File: src/rtl/pipe_ctrl_pkg.sv
// Shared types for the pipeline hazard controller: stage records, halt FSM
// states and the producer-match helper used by stall and forwarding logic.
package pipe_ctrl_pkg;

  // Record rd fields are held at a fixed width; RF_ADDRESS may be at most this.
  localparam int REC_RD_W = 8;
  localparam int FWD_RF   = 0;

  typedef struct packed {
    logic                valid;
    logic [REC_RD_W-1:0] rd;
    logic                reg_write;
    logic                mem_read;
  } stage_rec_t;

  typedef enum logic [1:0] {
    RUN    = 2'd0,
    DRAIN  = 2'd1,
    HALTED = 2'd2
  } halt_state_e;

  function automatic logic rec_writes(input stage_rec_t r, input logic [REC_RD_W-1:0] src);
    return r.valid && r.reg_write && (r.rd != '0) && (r.rd == src);
  endfunction

endpackage

File: src/rtl/fwd_select.sv
// Priority match of one EX source register against MEM1..WB records; the
// youngest producing record wins, loads still in a MEM stage never forward.
module fwd_select
  import pipe_ctrl_pkg::*;
#(
  parameter int MEM_STAGES = 1,
  parameter int SEL_W      = 2
) (
  input  logic [REC_RD_W-1:0]             src,
  input  logic                            use_src,
  input  stage_rec_t [MEM_STAGES+1:1]     recs,
  output logic [SEL_W-1:0]                sel
);

  always_comb begin
    sel = SEL_W'(FWD_RF);
    // Walk oldest to youngest so the smallest stage index is written last.
    for (int k = MEM_STAGES + 1; k >= 1; k--) begin
      if (use_src && rec_writes(recs[k], src) && !(recs[k].mem_read && (k <= MEM_STAGES))) begin
        sel = SEL_W'(k);
      end
    end
  end

endmodule

File: src/rtl/pipe_hazard_ctrl.sv
// Centralised hazard control: load-use stalls, forwarding selects, redirect
// flushes and halt draining. Optional perf counters under HAZARD_PERF_EN.
module pipe_hazard_ctrl
  import pipe_ctrl_pkg::*;
#(
  parameter int RF_ADDRESS = 5,
  parameter int MEM_STAGES = 1,
  parameter int SEL_W      = $clog2(MEM_STAGES + 2)  // derived; do not override
) (
  input  logic                  clk,
  input  logic                  reset,
  input  logic                  id_valid,
  input  logic [RF_ADDRESS-1:0] id_rs1,
  input  logic [RF_ADDRESS-1:0] id_rs2,
  input  logic                  id_use_rs1,
  input  logic                  id_use_rs2,
  input  logic [RF_ADDRESS-1:0] id_rd,
  input  logic                  id_reg_write,
  input  logic                  id_mem_read,
  input  logic                  id_halt,
  input  logic                  ex_redirect,
  output logic                  stall_pc,
  output logic                  stall_ifid,
  output logic                  flush_ifid,
  output logic                  bubble_idex,
  output logic [SEL_W-1:0]      fwd_a_sel,
  output logic [SEL_W-1:0]      fwd_b_sel,
  output logic                  halted,
  output logic [31:0]           stall_cnt,
  output logic [31:0]           flush_cnt,
  output halt_state_e           dbg_state
);

  localparam int NREC    = MEM_STAGES + 2;
  localparam int DRAIN_W = $clog2(MEM_STAGES + 3);
  localparam logic [DRAIN_W-1:0] DRAIN_LOAD = DRAIN_W'(MEM_STAGES + 2);

  // Index 0 = EX, 1..MEM_STAGES = MEMk, NREC-1 = WB.
  stage_rec_t [NREC-1:0] rec_q, rec_d;
  logic [REC_RD_W-1:0]   ex_rs1_q, ex_rs1_d, ex_rs2_q, ex_rs2_d;
  logic                  ex_use1_q, ex_use1_d, ex_use2_q, ex_use2_d;
  halt_state_e           state_q, state_d;
  logic [DRAIN_W-1:0]    drain_cnt_q, drain_cnt_d;

  logic [REC_RD_W-1:0]   id_rs1_x, id_rs2_x;
  logic                  load_hit, run, redirect_flush, load_stall, halt_accept;

  assign id_rs1_x = REC_RD_W'(id_rs1);
  assign id_rs2_x = REC_RD_W'(id_rs2);

  // A load is not forwardable until WB, so any load in EX..MEM(N-1) feeding ID stalls.
  always_comb begin
    load_hit = 1'b0;
    for (int k = 0; k < MEM_STAGES; k++) begin
      if (rec_q[k].mem_read &&
          ((id_use_rs1 && rec_writes(rec_q[k], id_rs1_x)) ||
           (id_use_rs2 && rec_writes(rec_q[k], id_rs2_x)))) begin
        load_hit = 1'b1;
      end
    end
  end

  // Redirect beats stall; outside RUN the front end stays frozen and redirects are ignored.
  always_comb begin
    run            = (state_q == RUN);
    redirect_flush = run && ex_redirect;
    load_stall     = run && id_valid && load_hit && !ex_redirect;
    halt_accept    = run && id_valid && id_halt && !ex_redirect && !load_hit;
    stall_pc       = load_stall || !run;
    stall_ifid     = load_stall || !run;
    flush_ifid     = redirect_flush;
    bubble_idex    = load_stall || redirect_flush || !run;
  end

  always_comb begin
    state_d     = state_q;
    drain_cnt_d = drain_cnt_q;
    unique case (state_q)
      RUN: begin
        if (halt_accept) begin
          state_d     = DRAIN;
          drain_cnt_d = DRAIN_LOAD;
        end
      end
      DRAIN: begin
        drain_cnt_d = drain_cnt_q - DRAIN_W'(1);
        if (drain_cnt_q <= DRAIN_W'(1)) begin
          drain_cnt_d = '0;
          state_d     = HALTED;
        end
      end
      HALTED: state_d = HALTED;
      default: state_d = RUN;
    endcase
  end

  always_comb begin
    rec_d     = '0;
    ex_rs1_d  = '0;
    ex_rs2_d  = '0;
    ex_use1_d = 1'b0;
    ex_use2_d = 1'b0;
    for (int k = 1; k < NREC; k++) begin
      rec_d[k] = rec_q[k-1];
    end
    if (id_valid && !bubble_idex) begin
      rec_d[0].valid     = 1'b1;
      rec_d[0].rd        = REC_RD_W'(id_rd);
      rec_d[0].reg_write = id_reg_write;
      rec_d[0].mem_read  = id_mem_read;
      ex_rs1_d           = id_rs1_x;
      ex_rs2_d           = id_rs2_x;
      ex_use1_d          = id_use_rs1;
      ex_use2_d          = id_use_rs2;
    end
  end

  always_ff @(posedge clk or posedge reset) begin
    if (reset) begin
      rec_q       <= '0;
      ex_rs1_q    <= '0;
      ex_rs2_q    <= '0;
      ex_use1_q   <= 1'b0;
      ex_use2_q   <= 1'b0;
      state_q     <= RUN;
      drain_cnt_q <= '0;
    end else begin
      rec_q       <= rec_d;
      ex_rs1_q    <= ex_rs1_d;
      ex_rs2_q    <= ex_rs2_d;
      ex_use1_q   <= ex_use1_d;
      ex_use2_q   <= ex_use2_d;
      state_q     <= state_d;
      drain_cnt_q <= drain_cnt_d;
    end
  end

  assign halted    = (state_q == HALTED);
  assign dbg_state = state_q;

  fwd_select #(.MEM_STAGES(MEM_STAGES), .SEL_W(SEL_W)) u_fwd_a (
    .src     (ex_rs1_q),
    .use_src (ex_use1_q),
    .recs    (rec_q[NREC-1:1]),
    .sel     (fwd_a_sel)
  );

  fwd_select #(.MEM_STAGES(MEM_STAGES), .SEL_W(SEL_W)) u_fwd_b (
    .src     (ex_rs2_q),
    .use_src (ex_use2_q),
    .recs    (rec_q[NREC-1:1]),
    .sel     (fwd_b_sel)
  );

`ifdef HAZARD_PERF_EN
  logic [31:0] stall_cnt_q, stall_cnt_d, flush_cnt_q, flush_cnt_d;

  always_comb begin
    stall_cnt_d = stall_cnt_q + {31'd0, load_stall};
    flush_cnt_d = flush_cnt_q + {31'd0, redirect_flush};
  end

  always_ff @(posedge clk or posedge reset) begin
    if (reset) begin
      stall_cnt_q <= '0;
      flush_cnt_q <= '0;
    end else begin
      stall_cnt_q <= stall_cnt_d;
      flush_cnt_q <= flush_cnt_d;
    end
  end

  assign stall_cnt = stall_cnt_q;
  assign flush_cnt = flush_cnt_q;
`else
  assign stall_cnt = '0;
  assign flush_cnt = '0;
`endif

endmodule

File: config.mk
export PLATFORM = sky130hd
export DESIGN_NAME = pipe_hazard_ctrl
export DESIGN_NICKNAME = d
export VERILOG_FILES = /design/src/rtl/pipe_ctrl_pkg.sv /design/src/rtl/fwd_select.sv /design/src/rtl/pipe_hazard_ctrl.sv
export SDC_FILE = /design/constraint.sdc
export NUM_CORES = 1
export LEC_CHECK = 0
export ABC_AREA = 0
export BUFFER_PORTS_ARGS = -buffer_cell sky130_fd_sc_hd__buf_2
export CORE_ASPECT_RATIO = 1.75
export CORE_MARGIN = 2
export CORE_UTILIZATION = 35
export CTS_CLUSTER_DIAMETER = 40
export DETAILED_ROUTE_END_ITERATION = 7
export PLACE_DENSITY_LB_ADDON = 0.12
export SLEW_MARGIN = 20
export SYNTH_ARGS = -nofsm -noshare
export SYNTH_HDL_FRONTEND = slang
export SYNTH_SLANG_ARGS = --single-unit
File: constraint.sdc
create_clock -name clk -period 4.4 [get_ports clk]
set_clock_uncertainty 0.2 [all_clocks]
set_input_delay 0.66 -clock clk [delete_from_list [all_inputs] [get_ports clk]]
set_output_delay 0.66 -clock clk [all_outputs]
set_load 0.005 [all_outputs]
# Yosys cells after proc, flatten, opt, wreduce, memory -nomap -nowiden
# Cells that the tools add are included.
[totals] in_bits=24 elab_cells=90 reg_bits=54
[classes] reduce_logical=45 n_eq_ne=10 muxes=16 n_lt_le_gt_ge=1 n_addsub=1
[ops] operator="8-bit == test" count=4
[ops] operator="1-bit logical AND" count=29
[ops] operator="8-bit nonzero test" count=3
[ops] operator="8-bit by 5-bit == test with 1-bit output" count=2
[ops] operator="2-bit two-way mux" count=8
[ops] operator="11-bit two-way mux" count=1
[ops] operator="5-bit two-way mux" count=2
[ops] operator="2-bit one-hot mux with 3 select lines" count=1
[ops] operator="1-bit zero test" count=5
[ops] operator="1-bit logical OR" count=4
[ops] operator="2-bit one-hot mux with 2 select lines" count=1
[ops] operator="2-bit AND reduction" count=2
[ops] operator="1-bit two-way mux" count=3
[ops] operator="2-bit by 1-bit == test with 1-bit output, second input constant" count=1
[ops] operator="2-bit == test, second input constant" count=1
[ops] operator="2-bit by 1-bit <= comparator with 1-bit output, second input constant" count=1
[ops] operator="2-bit zero test" count=1
[ops] operator="2-bit by 1-bit != test with 1-bit output, second input constant" count=1
[ops] operator="2-bit != test, second input constant" count=1
[ops] operator="2-bit nonzero test" count=1
[ops] operator="2-bit by 1-bit subtractor with 2-bit output, second input constant" count=1

# Longest topological paths before layout
[logic_depth] ltp_word=14 ltp_mapped=7 mapped_depth_nobuf=6

# By module
# Synthesis repeated with hierarchy kept, for this count alone.
[unflattened] cells_unflattened=238 hier_area_um2=2469.9
[modules_own_cells] module="pipe_hazard_ctrl" area_each_um2=1976.9 cells_per_inst=176 n_inst=1
[modules_own_cells] module="fwd_select" area_each_um2=246.5 cells_per_inst=31 n_inst=2

# Least setup slack after synthesis
# OpenSTA, ideal clock, no wires.
[synth_path] kind="input-to-output" from="in id_rs2[0]" to="out stall_pc" required_ps=3540 setup_slack_ps=1903 stages=6 arrival_ps=1637 path_cell_list="xnor2_1 nand4_1 o22ai_2 nand3_1 o21ai_0 buf_4"
[synth_via] elab_chain_cells=9
[synth_rtl] element="start, declared" line="pipe_hazard_ctrl.sv:14" rtl="input logic [RF_ADDRESS-1:0] id_rs2,"
[synth_rtl] element="8-bit by 5-bit == test with 1-bit output" line="pipe_ctrl_pkg.sv:23" rtl="return r.valid && r.reg_write && (r.rd != '0) && (r.rd == src);"
[synth_rtl] element="1-bit logical AND" line="pipe_ctrl_pkg.sv:23"
[synth_rtl] element="1-bit logical AND" line="pipe_hazard_ctrl.sv:57" rtl="(id_use_rs2 && rec_writes(rec_q[k], id_rs2_x)))) begin"
[synth_rtl] element="1-bit logical OR" line="pipe_hazard_ctrl.sv:56" rtl="((id_use_rs1 && rec_writes(rec_q[k], id_rs1_x)) ||"
[synth_rtl] element="1-bit logical AND" line="pipe_hazard_ctrl.sv:55" rtl="if (rec_q[k].mem_read &&"
[synth_rtl] element="1-bit two-way mux" line="pipe_hazard_ctrl.sv:55"
[synth_rtl] element="1-bit logical AND (2 in a row)" line="pipe_hazard_ctrl.sv:67" rtl="load_stall = run && id_valid && load_hit && !ex_redirect;"
[synth_rtl] element="1-bit logical OR"
[synth_rtl] element="end, declared" line="pipe_hazard_ctrl.sv:22" rtl="output logic stall_pc,"
# No other way between the ends.

# Final worst setup path
[layout_path] from="reg rec_q, in the netlist rec_d[25]" to="out fwd_a_sel[1]"
[layout_via] elab_chain_cells=6
[layout_rtl] element="start, declared" line="pipe_hazard_ctrl.sv:39" rtl="stage_rec_t [NREC-1:0] rec_q, rec_d;"
[layout_rtl] element="start signal, assigned" line="pipe_hazard_ctrl.sv:128" rtl="rec_q <= rec_d;"
[layout_rtl] element="8-bit nonzero test" line="pipe_ctrl_pkg.sv:23"
[layout_rtl] element="1-bit logical AND" line="pipe_ctrl_pkg.sv:23"
[layout_rtl] element="1-bit logical AND (*)" line="pipe_ctrl_pkg.sv:23"
[layout_rtl] element="1-bit logical AND (*) (2 in a row)" line="fwd_select.sv:19" rtl="if (use_src && rec_writes(recs[k], src) && !(recs[k].mem_read && (k <= MEM_STAGES))) begin"
[layout_rtl] element="2-bit two-way mux (*)" line="fwd_select.sv:19"
[layout_rtl] element="end, declared" line="pipe_hazard_ctrl.sv:26" rtl="output logic [SEL_W-1:0] fwd_a_sel,"
# Every way passes the cells marked *; elsewhere a longest branch is shown, timed or not.

==> metrics <==
Worst Tran Pin Value around 0.54 ns; WP data arrival between 2 and 2.5 ns; worst hold margin 0.1709 ns; clock share of power 29.9%; placed cell count 327; switching power 292.2 uW; CTS Root Buffer Type clkbuf_8; leakage 1.267 nW; part of the power in registers a little under half; gate count after technology mapping around 220; antenna violations before repair 0; count of yosys warnings during synthesis 0; Total Routing Usage GR between 10% and 20%; wire length of the first global-routing pass 6003 um; fraction of the core area covered by cells at the end of the flow a little under two fifths; total die area 0.007054 mm2; number of hold-slack violations in the final timing report 0; Bufs on Longest Clock Path 2; fraction of power spent switching nets a little under 30%; CTS tree yes; cts repair resizes 0; Synth-to-Final Area Change 5.721%; unrepaired setup endpoints after global routing false; Congestion Overflow GR 0; number of clock buffers inserted by TritonCTS 5; cell area after technology mapping 0.002231 mm2; diode insertion count for antenna repair 0; multi-input logic area 968.4 um2; cts-stage hold buffer count 0; number of pins exceeding their max-slew limit in the final report 0; estimated wirelength of the detail-placed design 3144 um; most common library cell in the layout ignoring fill and taps conb_1; final setup fails 0; core area 0.006181 mm2; detailed router's first-iteration violation count 11; post-synth cell types 29; class of the tightest hold or removal check register to register; register bit total from synthesis 39; Syn Area/Cell 10.23 um2; R2R Path Start dbg_state[0]; Filler Cells Inserted between 600 and 700; total power a little under 1 mW; result of the run complete, no violations; combinational fraction of design power 24.9%; overall via count from detail_route 1326; required time at the endpoint of the critical path 3.54 ns; number of clock sinks 39; H-Tree Depth 2; most frequent cells in the layout 64 x conb_1, 39 x dfrtp_1, 34 x buf_2; number of cells on the worst reg-to-reg path 6; CP Class register to output port; number of port buffers 34; first drt pass iteration count 4; Starting Density 36.09%; clock-pin slew reported for the worst setup and hold paths after clock tree synthesis 0.07 ns; insertion delay to the later sink of the worst-skew pair roughly 0.28 ns; pin count of the biggest net entering global routing 40; vias per std cell 3.958; fraction of the cycle the final worst path needs 65.69%; gp weighted congestion around 0.74; finished layout cell area 0.002359 mm2; setup slack at placement 1.724 ns; count of nets after finishing 281; max-capacitance violation count 0; area occupied by registers just under 0.001 mm2; worst vdd rail ir drop approximately 0.00027 V; Routed WL per cell 11.30 um; fin crit period 2.891 ns; placed cell area 0.002241 mm2; Post-CTS Repair Setup Buffers 0; Final ANT Viol Nets 0; die height 109.6 um; Setup crit end kind output port; Worst Setup EP fwd_a_sel[1]; vias in the first global route 1283; largest fanout on the critical path 4; Ports just under 100; Finished Layout Cells 335; maximum achievable frequency approximately 350 MHz; x dimension of the die 64.35 um; relative max-transition margin 63.85%; power per cell area 421.8 mW/mm2; Startpoint Class register; Setup WS post-layout around 1.5 ns; reg-to-reg slack, setup 2.17 ns; DRC Markers 0; setup total negative slack 0 ns; layout cells sized above 1 18.04%; sequential-to-total area share from yosys stat 43.75%; Row Count 38; Detailed Route WL 3784 um; worst reg2reg endpoint drain_cnt_q[1]; start point of the critical path rec_d[25]; Cell Int Power 702.7 uW
-- cell families (layout without fill, tap and decap cells) --
kind of cell | after synthesis | in the layout | synth area share [%]
simple gates | 54 | 54 | 13.46
xor+xnor | 30 | 30 | 11.78
buf+inv | 74 | 48 | 23.44
compound gates | 17 | 17 | 5.720
other cells | 1 | 64 | 0.1681
fa+ha+maj | 3 | 3 | 1.683
flops | 39 | 39 | 43.75
-- power by group through the flow --
stage,sequential (mW),clock [mW],combinational (mW)
floorplan,0.445,0,0.228
global placement,0.459,0,0.253
detailed placement,0.459,0,0.251
CTS,0.452,0.308,0.252
global route,0.458,0.321,0.284
finish,0.450,0.297,0.248
-- state kept, by name (all words and copies together) (netlist names) --
name         count
rec_d           16
rec_q            7
ex_rs1_q         5
ex_rs2_q         5
dbg_state        2
drain_cnt_q      2
ex_use1_q        1
ex_use2_q        1
-- synth_stat cells --
master / instances / area share [%]
and2_1: 20 / 5.6
nand2b_1: 1 / 0.28
nand3b_1: 2 / 0.67
nor2_1: 4 / 0.67
a21o_1: 2 / 0.67
o22ai_2: 1 / 0.56
o21ai_1: 1 / 0.22
a21oi_1: 3 / 0.67
a21boi_0: 1 / 0.34
a21oi_4: 1 / 0.73
o211ai_1: 3 / 1.0
dfrtp_1: 39 / 44
clkbuf_1: 3 / 0.50
inv_1: 5 / 0.84
nand2_1: 7 / 1.2
xor2_1: 16 / 6.3
xnor2_1: 14 / 5.5
nand4_1: 2 / 0.56
nor4_1: 4 / 1.1
nor3_1: 3 / 0.67
conb_1: 1 / 0.17
a31o_2: 1 / 0.39
or4_1: 2 / 0.67
ha_1: 3 / 1.7
buf_4: 65 / 22
buf_2: 1 / 0.22
o21ai_0: 3 / 0.67
nand3_1: 9 / 2.0
a32o_1: 1 / 0.45
-- worst max-delay path: stages, from the launching register on --
cell	delay (ns)
dfrtp_1	0.43
or4_1	0.54
o21ai_0	0.33
nor2_1	0.12
nor3_1	0.21
buf_2	0.14
-- area by class of cell --
type                            instances  share of cell area [%]
Sequential cell                        39                   41.38
Multi-Input combinational cell        168                   41.06
Timing Repair Buffer                   35                   7.533
Tap cell                               80                   4.244
Clock buffer                            6                   3.501
Clock inverter                          2                   1.485
Inverter                                5                  0.7958
-- how the worst min path moves through the flow --
stage | start | to | slack (ns) | cells past startpoint
floorplan | rec_d[11] | rec_d[22] | 0.15 | 0
global placement | rec_d[23] | rec_q[23] | 0.16 | 0
detailed placement | rec_d[23] | rec_q[23] | 0.16 | 0
CTS | rec_d[21] | rec_d[32] | 0.17 | 0
global route | rec_d[21] | rec_d[32] | 0.19 | 0
finish | rec_d[21] | rec_d[32] | 0.17 | 0
-- per-layer routing --
metal / vias up / global-route usage [%] / share of wire, % / wire, um
li1: 647 / - / - / -
met1: 605 / 10.22 / 31 / 1181
met2: 66 / 22.99 / 60 / 2255
met3: 8 / 1.740 / 5.9 / 223
met4: 0 / 6.687 / 3.3 / 123
met5: - / 0 / 0 / 0
Power figures use the tool's default switching activity.
